`config.mk`:
```
export PLATFORM = sky130hd
export DESIGN_NAME = disp_7seg_ctrl
export DESIGN_NICKNAME = d
export VERILOG_FILES = /design/src/rtl/disp_7seg_ctrl.sv
export SDC_FILE = /design/constraint.sdc
export NUM_CORES = 1
export LEC_CHECK = 0
export BUFFER_PORTS_ARGS = -buffer_cell sky130_fd_sc_hd__clkbuf_2
export CORE_MARGIN = 2
export CORE_UTILIZATION = 47
export DETAILED_ROUTE_END_ITERATION = 6
export PLACE_DENSITY_LB_ADDON = 0.05
export SKIP_LAST_GASP = 1
export SLEW_MARGIN = 15
export SYNTH_ARGS = -nofsm -noshare
export SYNTH_HDL_FRONTEND = slang
export SYNTH_SLANG_ARGS = --single-unit
```
`constraint.sdc`:
```
create_clock -name CLK -period 4 [get_ports CLK]
set_clock_uncertainty 0.1 [all_clocks]
set_input_delay 0.4 -clock CLK [delete_from_list [all_inputs] [get_ports CLK]]
set_output_delay 0.4 -clock CLK [all_outputs]
set_load 0.05 [all_outputs]
```
`src/rtl/disp_7seg_ctrl.sv`:
```
// disp_7seg_ctrl: scan prescaler, leading-zero blanking, edit blink and timed message overlay for an 8-digit 7-segment driver.
module disp_7seg_ctrl #(
  parameter int SCAN_DIV  = 12500,
  parameter int BLINK_DIV = 250,
  parameter int MSG_HOLD  = 16000
) (
  input  logic        CLK,
  input  logic        CLR,
  input  logic [31:0] MAIN_IN,
  input  logic [7:0]  MAIN_DP,
  input  logic [7:0]  EN_MASK,
  input  logic        LZB,
  input  logic [7:0]  EDIT_SEL,
  input  logic        MSG_REQ,
  input  logic [31:0] MSG_IN,
  input  logic [7:0]  MSG_DP,
  output logic        MSG_ACK,
  output logic        MSG_ACT,
  output logic        CE_SCAN,
  output logic [7:0]  E,
  output logic [7:0]  DP,
  output logic [31:0] Q
);
  localparam int PW = SCAN_DIV > 1 ? $clog2(SCAN_DIV) : 1;
  localparam int BW = BLINK_DIV > 1 ? $clog2(BLINK_DIV) : 1;
  // one extra code point so the counter can hold MSG_HOLD itself
  localparam int HW = $clog2(MSG_HOLD + 1);
  typedef enum logic {MAIN, MSG} state_t;
  state_t      r_state, w_next;
  logic [PW-1:0] r_pre;
  logic [BW-1:0] r_bcnt;
  logic          r_ph;
  logic [HW-1:0] r_hold, w_hold;
  logic [31:0]   r_msg_q, w_msg_q;
  logic [7:0]    r_msg_dp, w_msg_dp;
  logic [7:0]    w_lz;
  logic          w_run;
  logic          w_bwrap;
  assign w_bwrap = r_bcnt == BW'(BLINK_DIV - 1);
  always_ff @(posedge CLK or posedge CLR) begin
    if (CLR) begin
      r_pre  <= '0;
      r_bcnt <= '0;
      r_ph   <= 1'b0;
      CE_SCAN <= 1'b0;
    end else begin
      r_pre   <= r_pre == PW'(SCAN_DIV - 1) ? '0 : r_pre + 1'b1;
      CE_SCAN <= r_pre == PW'(SCAN_DIV - 1);
      if (CE_SCAN) begin
        r_bcnt <= w_bwrap ? '0 : r_bcnt + 1'b1;
        r_ph   <= w_bwrap ? ~r_ph : r_ph;
      end
    end
  end
  // blank from digit 7 downward until the first nonzero nibble; digit 0 always shows
  always_comb begin
    w_lz  = '0;
    w_run = LZB;
    for (int i = 7; i > 0; i--) begin
      w_run   = w_run && (MAIN_IN[4*i +: 4] == 4'h0);
      w_lz[i] = w_run;
    end
  end
  always_comb begin
    w_next   = r_state;
    w_hold   = r_hold;
    w_msg_q  = r_msg_q;
    w_msg_dp = r_msg_dp;
    if (MSG_REQ) begin
      w_next   = MSG;
      w_hold   = HW'(MSG_HOLD);
      w_msg_q  = MSG_IN;
      w_msg_dp = MSG_DP;
    end else if (r_state == MSG && CE_SCAN) begin
      w_hold = r_hold - 1'b1;
      w_next = r_hold == HW'(1) ? MAIN : MSG;
    end
  end
  always_ff @(posedge CLK or posedge CLR) begin
    if (CLR) begin
      r_state  <= MAIN;
      r_hold   <= '0;
      r_msg_q  <= '0;
      r_msg_dp <= '0;
      MSG_ACK  <= 1'b0;
      MSG_ACT  <= 1'b0;
      Q        <= '0;
      DP       <= '0;
      E        <= '0;
    end else begin
      r_state  <= w_next;
      r_hold   <= w_hold;
      r_msg_q  <= w_msg_q;
      r_msg_dp <= w_msg_dp;
      MSG_ACK  <= MSG_REQ;
      MSG_ACT  <= w_next == MSG;
      Q        <= w_next == MSG ? w_msg_q : MAIN_IN;
      DP       <= w_next == MSG ? w_msg_dp : MAIN_DP;
      E        <= w_next == MSG ? EN_MASK : EN_MASK & ~w_lz & ~(r_ph ? EDIT_SEL : 8'h00);
    end
  end
endmodule

```
==> impl_metrics.json, run 1 <==
{
  "synth-seq-cells": 128,
  "num_rows": 39,
  "tightest_slew_ns": 0.935,
  "finalCritPeriodShare_pct": 58.6,
  "outcome": "complete, no violations",
  "htreeDepth": 4,
  "layout_min_cycle_time_ns": 2.34,
  "postCtsSetupRepairBufs": 0,
  "yosysTopAreaCell": "dfrtp_1",
  "grt_pass1_vias": 3948,
  "grt.total_usage_pct": 20.2,
  "synth-compound-area-share_pct": 3.56,
  "post-dp-hpwl_um": 8110,
  "synth_commonest_cells": "dfrtp_1 (128), mux2_2 (43), mux2_4 (37)",
  "antenna_cells": 0,
  "rsz0062_at_grt": "no",
  "ys_types": 41,
  "vdd_drop_max_mv": 0.344,
  "yosysSeqAreaShare_pct": 58.4,
  "syn-num-nets": 502,
  "p_leak_nw": 3.32,
  "critPathMaxFanout": 43,
  "power_w": 0.00326,
  "yosys_warnings": 0,
  "cp-start-kind": "flip-flop",
  "rr_worst_depth": 5,
  "path_class": "flip-flop to flip-flop",
  "drtAntennaViolNets": 0,
  "r2r_start": "r_hold[3]",
  "numPortBuffers": 150,
  "end_kind": "flip-flop",
  "synthesis.area_um2": 5480,
  "place_congestion": 0.798,
  "async_flop_share_pct": 100,
  "fin_cells": 711,
  "slew_violations": 0,
  "die_w_um": 112,
  "clk_transition_reported_paths_ns": 0.06,
  "cp.required_ns": 4.20,
  "layout-drive-gt1-share_pct": 47.7,
  "initial_utilization_pct": 48.0,
  "wl_per_cell_um": 16.3,
  "finalWorstSetupSlack_ns": 1.66,
  "holdCritPathClass": "input pin to async pin",
  "synth-adder-area-share_pct": 1.14,
  "synthCells": 397,
  "synth.mux.area_fraction_pct": 19.7,
  "yosysMostFrequentCell": "dfrtp_1",
  "yosysTopAreaCellShare_pct": 58.4,
  "synth-xor-area-share_pct": 4.16,
  "arrival_ns": 2.54,
  "fp.dieH_um": 112,
  "cts.repair.resized": 0,
  "core_um2": 11400,
  "synth_edf_count": 0,
  "cts_tree": "done",
  "vias": 3604,
  "r2r_slack_ns": 1.66,
  "grt_pass1_wl_um": 19600,
  "grt-ovfl-total": 0,
  "synth_flop_cell": "dfrtp_1",
  "dieArea_um2": 12500,
  "drt_wl_total_um": 11600,
  "antenna_found_initial": 0,
  "post-place-ws_ns": 1.64,
  "cts_buffer_depth": 2,
  "postCtsHoldBufs": 0,
  "setup_tns_ns": 0,
  "hold_viol": 0,
  "finalSetupViolations": 0,
  "avgViaCountPerCell": 5.07,
  "max_slew_margin_pct": 37.2,
  "r2r_end": "Q[26]",
  "synth_top_family_by_area": "multiplexers",
  "fin_nets": 660,
  "powerDensity_nw_per_um2": 473,
  "post-place-cells": 679,
  "clock-sinks": 128,
  "clk_latency_ns": 0.41,
  "area_delta_synth_final_pct": 25.9,
  "fmax_ghz": 0.427,
  "synth_area_leaders": "dfrtp_1 (58%), mux2_4 (10%), mux2_2 (8.8%)",
  "cts_root_buf": "clkbuf_16",
  "cts_made_buffers": 17,
  "syn_avg_cell_area_um2": 13.8,
  "first_pass_iters": 5,
  "initialDrtViolationCount": 149,
  "grt_max_degree": 69,
  "io_pins": 151,
  "drc": 0,
  "synth_simple_gate_area_share_pct": 10.7,
  "cap_violations": 0
}
## cells in the final DEF (no fill, tap or decap), types with 10 or more instances in the layout
cell         n
mux2_2      43
nand3_1     10
mux2_4      37
clkbuf_16   17
xnor2_1     11
xor2_1      15
clkbuf_2   150
nor2_1      23
dfrtp_1    128
nand2_1     15
## final cells by class
| class | instances | area [µm²] |
|---|---|---|
| Tap cell | 143 | 179 |
| Inverter | 10 | 42.5 |
| Timing Repair Buffer | 153 | 773 |
| Clock inverter | 11 | 90.1 |
| Fill cell | 967 | 4520 |
| Multi-Input combinational cell | 245 | 2150 |
| Sequential cell | 128 | 3200 |
| Clock buffer | 21 | 460 |
## sequential cells by signal, summed over array words and instances (netlist names), 8 cells and up
register	cells
r_msg_q	32
Q	32
DP	8
r_hold	14
r_pre	14
r_msg_dp	8
E	8
r_bcnt	8
## critical path, cell delays in order, from the launching register on
cell and delay [ns]:
dfrtp_1 0.43, nor4_4 0.51, nand3b_2 0.17, o22ai_4 0.26
inv_4 0.33, mux2_4 0.40
## kinds of logic (layout without fill, tap and decap cells)
family	after synthesis	count (layout)
buffers and inverters	24	195
xor gates and xnor gates	26	26
AOI/OAI and AO/OA	27	27
adders and majority gates	5	5
and+or+nand+nor	103	103
muxes	84	84
DFF	128	128
## stage by stage
step                hold WS (ns)  utilization [%]  cell area (µm²)
CTS                       0.0507             60.4             6900
finish                    0.0393             60.4             6900
detailed placement         0.380             55.6             6350
floorplan                  0.331                -             5480
global placement           0.374             55.6             6350
global route              0.0557             60.4             6900
## power by group
group	total [W]	internal [W]	switching (W)
logic	0.000434	0.000156	0.000278
clock network	0.00142	0.000878	0.000545
registers	0.00140	0.00138	0.0000231
## metal layers
layer	part of all wire [%]	wire length [µm]	up-vias	track usage [%]
li1	-	-	1710	-
met1	42	4890	1778	24.6
met2	50	5760	93	32.9
met3	5.1	594	23	6.80
met4	2.9	335	0	9.19
met5	0	0	-	0
## how the worst max path moves through the flow
stage,endpoint,slack (ns),from
2_1_floorplan,CE_SCAN,0.09,CLR
3_3_place_gp,Q[31],1.65,MSG_REQ
3_5_place_dp,Q[6],1.64,r_hold[3]
4_1_cts,Q[6],1.63,r_hold[3]
5_1_grt,Q[1],1.47,r_hold[3]
6_report,Q[26],1.66,r_hold[3]
(Power assumes the default switching activity.)
==> run 2: changes to the inputs <==
==> constraint.sdc (replaced) <==
create_clock -name CLK -period 2 [get_ports CLK]
set_clock_uncertainty 0.1 [all_clocks]
set_input_delay 0.2 -clock CLK [delete_from_list [all_inputs] [get_ports CLK]]
set_output_delay 0.2 -clock CLK [all_outputs]
set_load 0.05 [all_outputs]
==> impl_metrics.json, run 2 (synthesized netlist as in run 1, its figures left out) <==
{
  "outcome": "complete, no violations",
  "layout_commonest_cell": "clkbuf_2",
  "clock-sinks": 128,
  "vias": 4142,
  "fin_nets": 774,
  "drt_wl_total_um": 13600,
  "wl_per_cell_um": 16.5,
  "first_pass_iters": 4,
  "clkPwrFrac_pct": 42.0,
  "cap_violations": 0,
  "hold_viol": 0,
  "cp.required_ns": 2.20,
  "clk_latency_ns": 0.42,
  "powerDensity_nw_per_um2": 827,
  "holdCritPathClass": "input pin to flip-flop",
  "post-dp-hpwl_um": 8610,
  "p_leak_nw": 3.83,
  "switching_share_pct": 25.8,
  "place_congestion": 0.803,
  "cts_tree": "done",
  "p_int_w": 0.00494,
  "initialDrtViolationCount": 163,
  "max_slew_margin_pct": 54.2,
  "cts_buffer_depth": 2,
  "grt.total_usage_pct": 23.1,
  "netSwitchingPower_w": 0.00171,
  "combPwrFrac_pct": 15.6,
  "slew_violations": 0,
  "initial_utilization_pct": 48.0,
  "die_w_um": 112,
  "cp_cell_sequence": "nor4_4 > buf_4 > nand3b_2 > o22ai_4 > inv_4 > buf_12 > mux2_4",
  "cts_root_buf": "clkbuf_16",
  "drc": 0,
  "num_rows": 39,
  "arrival_ns": 2.10,
  "grt_max_degree": 129,
  "finalSetupViolations": 0,
  "fp.dieH_um": 112,
  "top_regs": "Q: 32 flops, r_msg_q: 32 flops",
  "path_class": "flip-flop to flip-flop",
  "setup_tns_ns": 0,
  "grt_pass1_vias": 4578,
  "critPathMaxFanout": 14,
  "avgViaCountPerCell": 5.04,
  "r2r_slack_ns": 0.09,
  "fmax_ghz": 0.525,
  "vdd_drop_max_mv": 0.832,
  "antenna_found_initial": 1,
  "p_seq_share_pct": 42.3,
  "numPortBuffers": 150,
  "end_kind": "flip-flop",
  "most-common-layout-cells": "clkbuf_2 (150), dfrtp_1 (127), dlygate4sd3_1 (96)",
  "drtAntennaViolNets": 0,
  "grt-ovfl-total": 0,
  "layout-drive-gt1-share_pct": 42.2,
  "tightest_slew_ns": 0.688,
  "critical_path.max_stage_delay_ns": 0.44,
  "fill_cells": 829,
  "core_um2": 11400,
  "cts_made_buffers": 17,
  "finalCritPeriodShare_pct": 95.3,
  "htreeDepth": 4,
  "clk_transition_reported_paths_ns": 0.05,
  "cp-start-kind": "flip-flop",
  "grt_pass1_wl_um": 22100,
  "rsz0062_at_grt": "no",
  "layout_min_cycle_time_ns": 1.91,
  "io_pins": 151,
  "hold_slack_ns": 0.0573,
  "slowest_stage": "dfrtp_1",
  "dieArea_um2": 12500,
  "area_delta_synth_final_pct": 46.7
}
==> run 2: cell count changes in the layout (fill, tap and decap cells not counted), sizes merged <==
| cell | before | now |
|---|---|---|
| buf | 3 | 21 |
| clkinv | 6 | 4 |
| clkinvlp | 4 | 3 |
| diode | 0 | 1 |
| dlygate4sd3 | 0 | 96 |
| inv | 10 | 9 |
==> run 2: final cells by class <==
cell class              instances  area [µm²]  share of cell area, %
inverters                      10        43.8                  0.545
diodes                          1        2.50                 0.0311
flip-flops and latches        128        3200                   39.9
clock buffers                  21         460                   5.73
repair buffers                267        1930                   24.0
clock inverters                 7        65.1                  0.809
multi-input cells             245        2150                   26.8
well taps                     143         179                   2.23
==> run 2: worst max-delay path, delay by kind of cell, from the launching register on <==
family	cells	cell delay, ns
compound gates	1	0.15
buf+inv	3	0.43
flops	1	0.44
mux	1	0.30
simple gates	2	0.36
==> run 2: routing by layer <==
layer	vias to the layer above	global-route usage [%]	routed length, µm
met5	-	0	0
met4	0	12.4	546
met3	42	8.93	736
met2	128	38.3	6910
met1	2035	25.8	5380
li1	1937	-	-
==> run 2: power by group through the flow <==
stage,Combinational (W),Sequential [W],Clock [W]
after floorplan,0.000280,0.00318,0
after global placement,0.000874,0.00285,0
after detailed placement,0.000890,0.00286,0
after CTS,0.00104,0.00282,0.00284
after global routing,0.00110,0.00283,0.00298
final,0.00104,0.00281,0.00280
==> run 2: worst paths after layout <==
kind / from / end / depth (start not counted)
max: r_hold[2] / Q[12] / 7
min: EDIT_SEL[4] / E[4] / 3
max reg2reg: r_hold[2] / Q[12] / 7
min reg2reg: r_pre[0] / r_pre[0] / 1
max in group asynchronous: CLR / r_pre[10] / 4
min in group asynchronous: CLR / Q[2] / 4
==> run 2: timing repair <==
action / CTS / global route
gates resized for setup: 0 / 1
hold buffers: 96 / 0
buffers inserted: 0 / 1
setup endpoints to repair: 0 / 39
hold endpoints to repair: 216 / 0
==> run 2: stage by stage <==
| step | instance area [µm²] | instances | worst slack, ns | utilization, % | total power, W |
|---|---|---|---|---|---|
| 6_report | 8040 | 822 | 0.0947 | 70.4 | 0.00665 |
| 5_1_grt | 8040 | 822 | 0.00302 | 70.4 | 0.00691 |
| 4_1_cts | 8030 | 820 | 0.0329 | 70.3 | 0.00670 |
| 3_5_place_dp | 6540 | 696 | 0.0503 | 57.3 | 0.00375 |
| 3_3_place_gp | 6540 | 696 | 0.0788 | 57.3 | 0.00373 |
| 2_1_floorplan | 5480 | 397 | 0.0427 | - | 0.00346 |
==> run 3: changes to the inputs <==
==> constraint.sdc (replaced) <==
create_clock -name CLK -period 1.6 [get_ports CLK]
set_clock_uncertainty 0.1 [all_clocks]
set_input_delay 0.16 -clock CLK [delete_from_list [all_inputs] [get_ports CLK]]
set_output_delay 0.16 -clock CLK [all_outputs]
set_load 0.05 [all_outputs]
==> impl_metrics.json, run 3 (synthesized netlist as in run 1, its figures left out) <==
{
  "outcome": "complete, but fails checks",
  "violations": "setup timing",
  "fp.dieH_um": 112,
  "arrival_ns": 1.98,
  "numPortBuffers": 150,
  "clock-sinks": 128,
  "setup_tns_ns": -8.06,
  "die_w_um": 112,
  "antenna_found_initial": 0,
  "drt_wl_total_um": 13500,
  "fin_nets": 811,
  "r2r_start": "r_hold[3]",
  "first_pass_iters": 4,
  "avgViaCountPerCell": 4.85,
  "rsz0062_at_grt": "yes",
  "cts_made_buffers": 17,
  "post-dp-hpwl_um": 8530,
  "cp.required_ns": 1.80,
  "place_congestion": 0.784,
  "num_rows": 39,
  "holdCritPathClass": "input pin to flip-flop",
  "path_class": "flip-flop to flip-flop",
  "grt_pass1_wl_um": 22300,
  "vias": 4171,
  "end_kind": "flip-flop",
  "tightest_slew_ns": 0.484,
  "finalSetupViolations": 53,
  "p_leak_nw": 4.02,
  "clk_latency_ns": 0.41,
  "hold_path_startpoint": "MSG_REQ",
  "initial_utilization_pct": 48.0,
  "finalWorstSetupSlack_ns": -0.187,
  "htreeDepth": 4,
  "layout-drive-gt1-share_pct": 47.1,
  "grt-ovfl-total": 0,
  "grt_pass1_vias": 4681,
  "grt.total_usage_pct": 23.0,
  "drtAntennaViolNets": 0,
  "top_regs": "Q: 32 flops, r_msg_q: 32 flops",
  "cts_root_buf": "clkbuf_16",
  "grt_max_degree": 77,
  "powerDensity_nw_per_um2": 1010,
  "hold_viol": 0,
  "fin_util_pct": 74.0,
  "io_pins": 151,
  "layout_min_cycle_time_ns": 1.79,
  "drc": 0,
  "cap_violations": 0,
  "initialDrtViolationCount": 152,
  "most-common-layout-cells": "clkbuf_2 (149), dfrtp_1 (127), dlygate4sd3_1 (98)",
  "core_um2": 11400,
  "crit_start": "r_hold[3]",
  "cts_buffer_depth": 2,
  "area_delta_synth_final_pct": 54.1,
  "clk_transition_reported_paths_ns": 0.05,
  "vdd_drop_max_mv": 1.32,
  "fmax_ghz": 0.559,
  "critPathMaxFanout": 22,
  "dieArea_um2": 12500,
  "wl_per_cell_um": 15.7,
  "finalCritPeriodShare_pct": 112,
  "layout_commonest_cell": "clkbuf_2",
  "max_slew_margin_pct": 67.7,
  "fill_cells": 775,
  "slew_violations": 0,
  "antenna_cells": 0,
  "cp-start-kind": "flip-flop",
  "cts_tree": "done"
}
-- run 3: cell type report --
class	instances	area (µm²)	share of cell area (%)
Clock buffer	23	478	5.66
Clock inverter	7	85.1	1.01
Multi-Input combinational cell	245	2230	26.4
Timing Repair Buffer	304	2220	26.3
Tap cell	143	179	2.12
Sequential cell	128	3200	37.9
Inverter	10	43.8	0.519
-- run 3: routing by layer --
layer	routed length, µm	up-vias	GRT usage, %
li1	-	2019	-
met1	5540	1999	27.1
met3	743	26	7.84
met2	6900	127	39.2
met5	0	-	0
met4	312	0	8.37
-- run 3: metrics by stage --
step	power, W	cells	cell area [µm²]	setup WS, ns	hold slack [ns]
after detailed placement	0.00469	730	6800	-0.203	0.184
after floorplan	0.00433	397	5490	-0.319	0.0914
after global routing	0.00883	860	8440	-0.259	0.0164
final	0.00850	860	8440	-0.187	0.0269
after global placement	0.00467	730	6800	-0.183	0.178
after CTS	0.00857	860	8390	-0.207	0.00953
-- run 3: power breakdown --
group | leakage (nW) | internal (W) | switching, W
clock | 0.282 | 0.00238 | 0.00129
sequential | 1.53 | 0.00346 | 0.0000600
combinational | 2.21 | 0.000563 | 0.000751
total | 4.02 | 0.00640 | 0.00210
-- run 3: path summary, 6_finish.rpt --
path	cells after the start	slack (ns)	to
worst max-delay path	6	-0.19	Q[30]
worst min-delay path	3	0.03	r_hold[0]
worst max register to register	6	-0.19	Q[30]
worst min register to register	1	0.39	r_msg_q[1]
max in group asynchronous	4	0.70	CE_SCAN
min in group asynchronous	4	0.32	Q[1]
-- run 3: what timing repair did --
item / in CTS / in global routing
hold buffers: 98 / 0
buffers inserted: 2 / 1
endpoints found under the hold margin: 217 / 0
gates resized for setup: 7 / 18
cloned: 0 / 0
endpoints found under the setup margin: 53 / 71
pin swaps: 2 / 11
-- run 3: worst max-delay path: stages, from the launching register on --
cell	delay [ns]
dfrtp_1	0.41
nor4_4	0.33
nand3b_2	0.13
o22ai_4	0.15
inv_4	0.07
buf_12	0.17
mux2_4	0.31
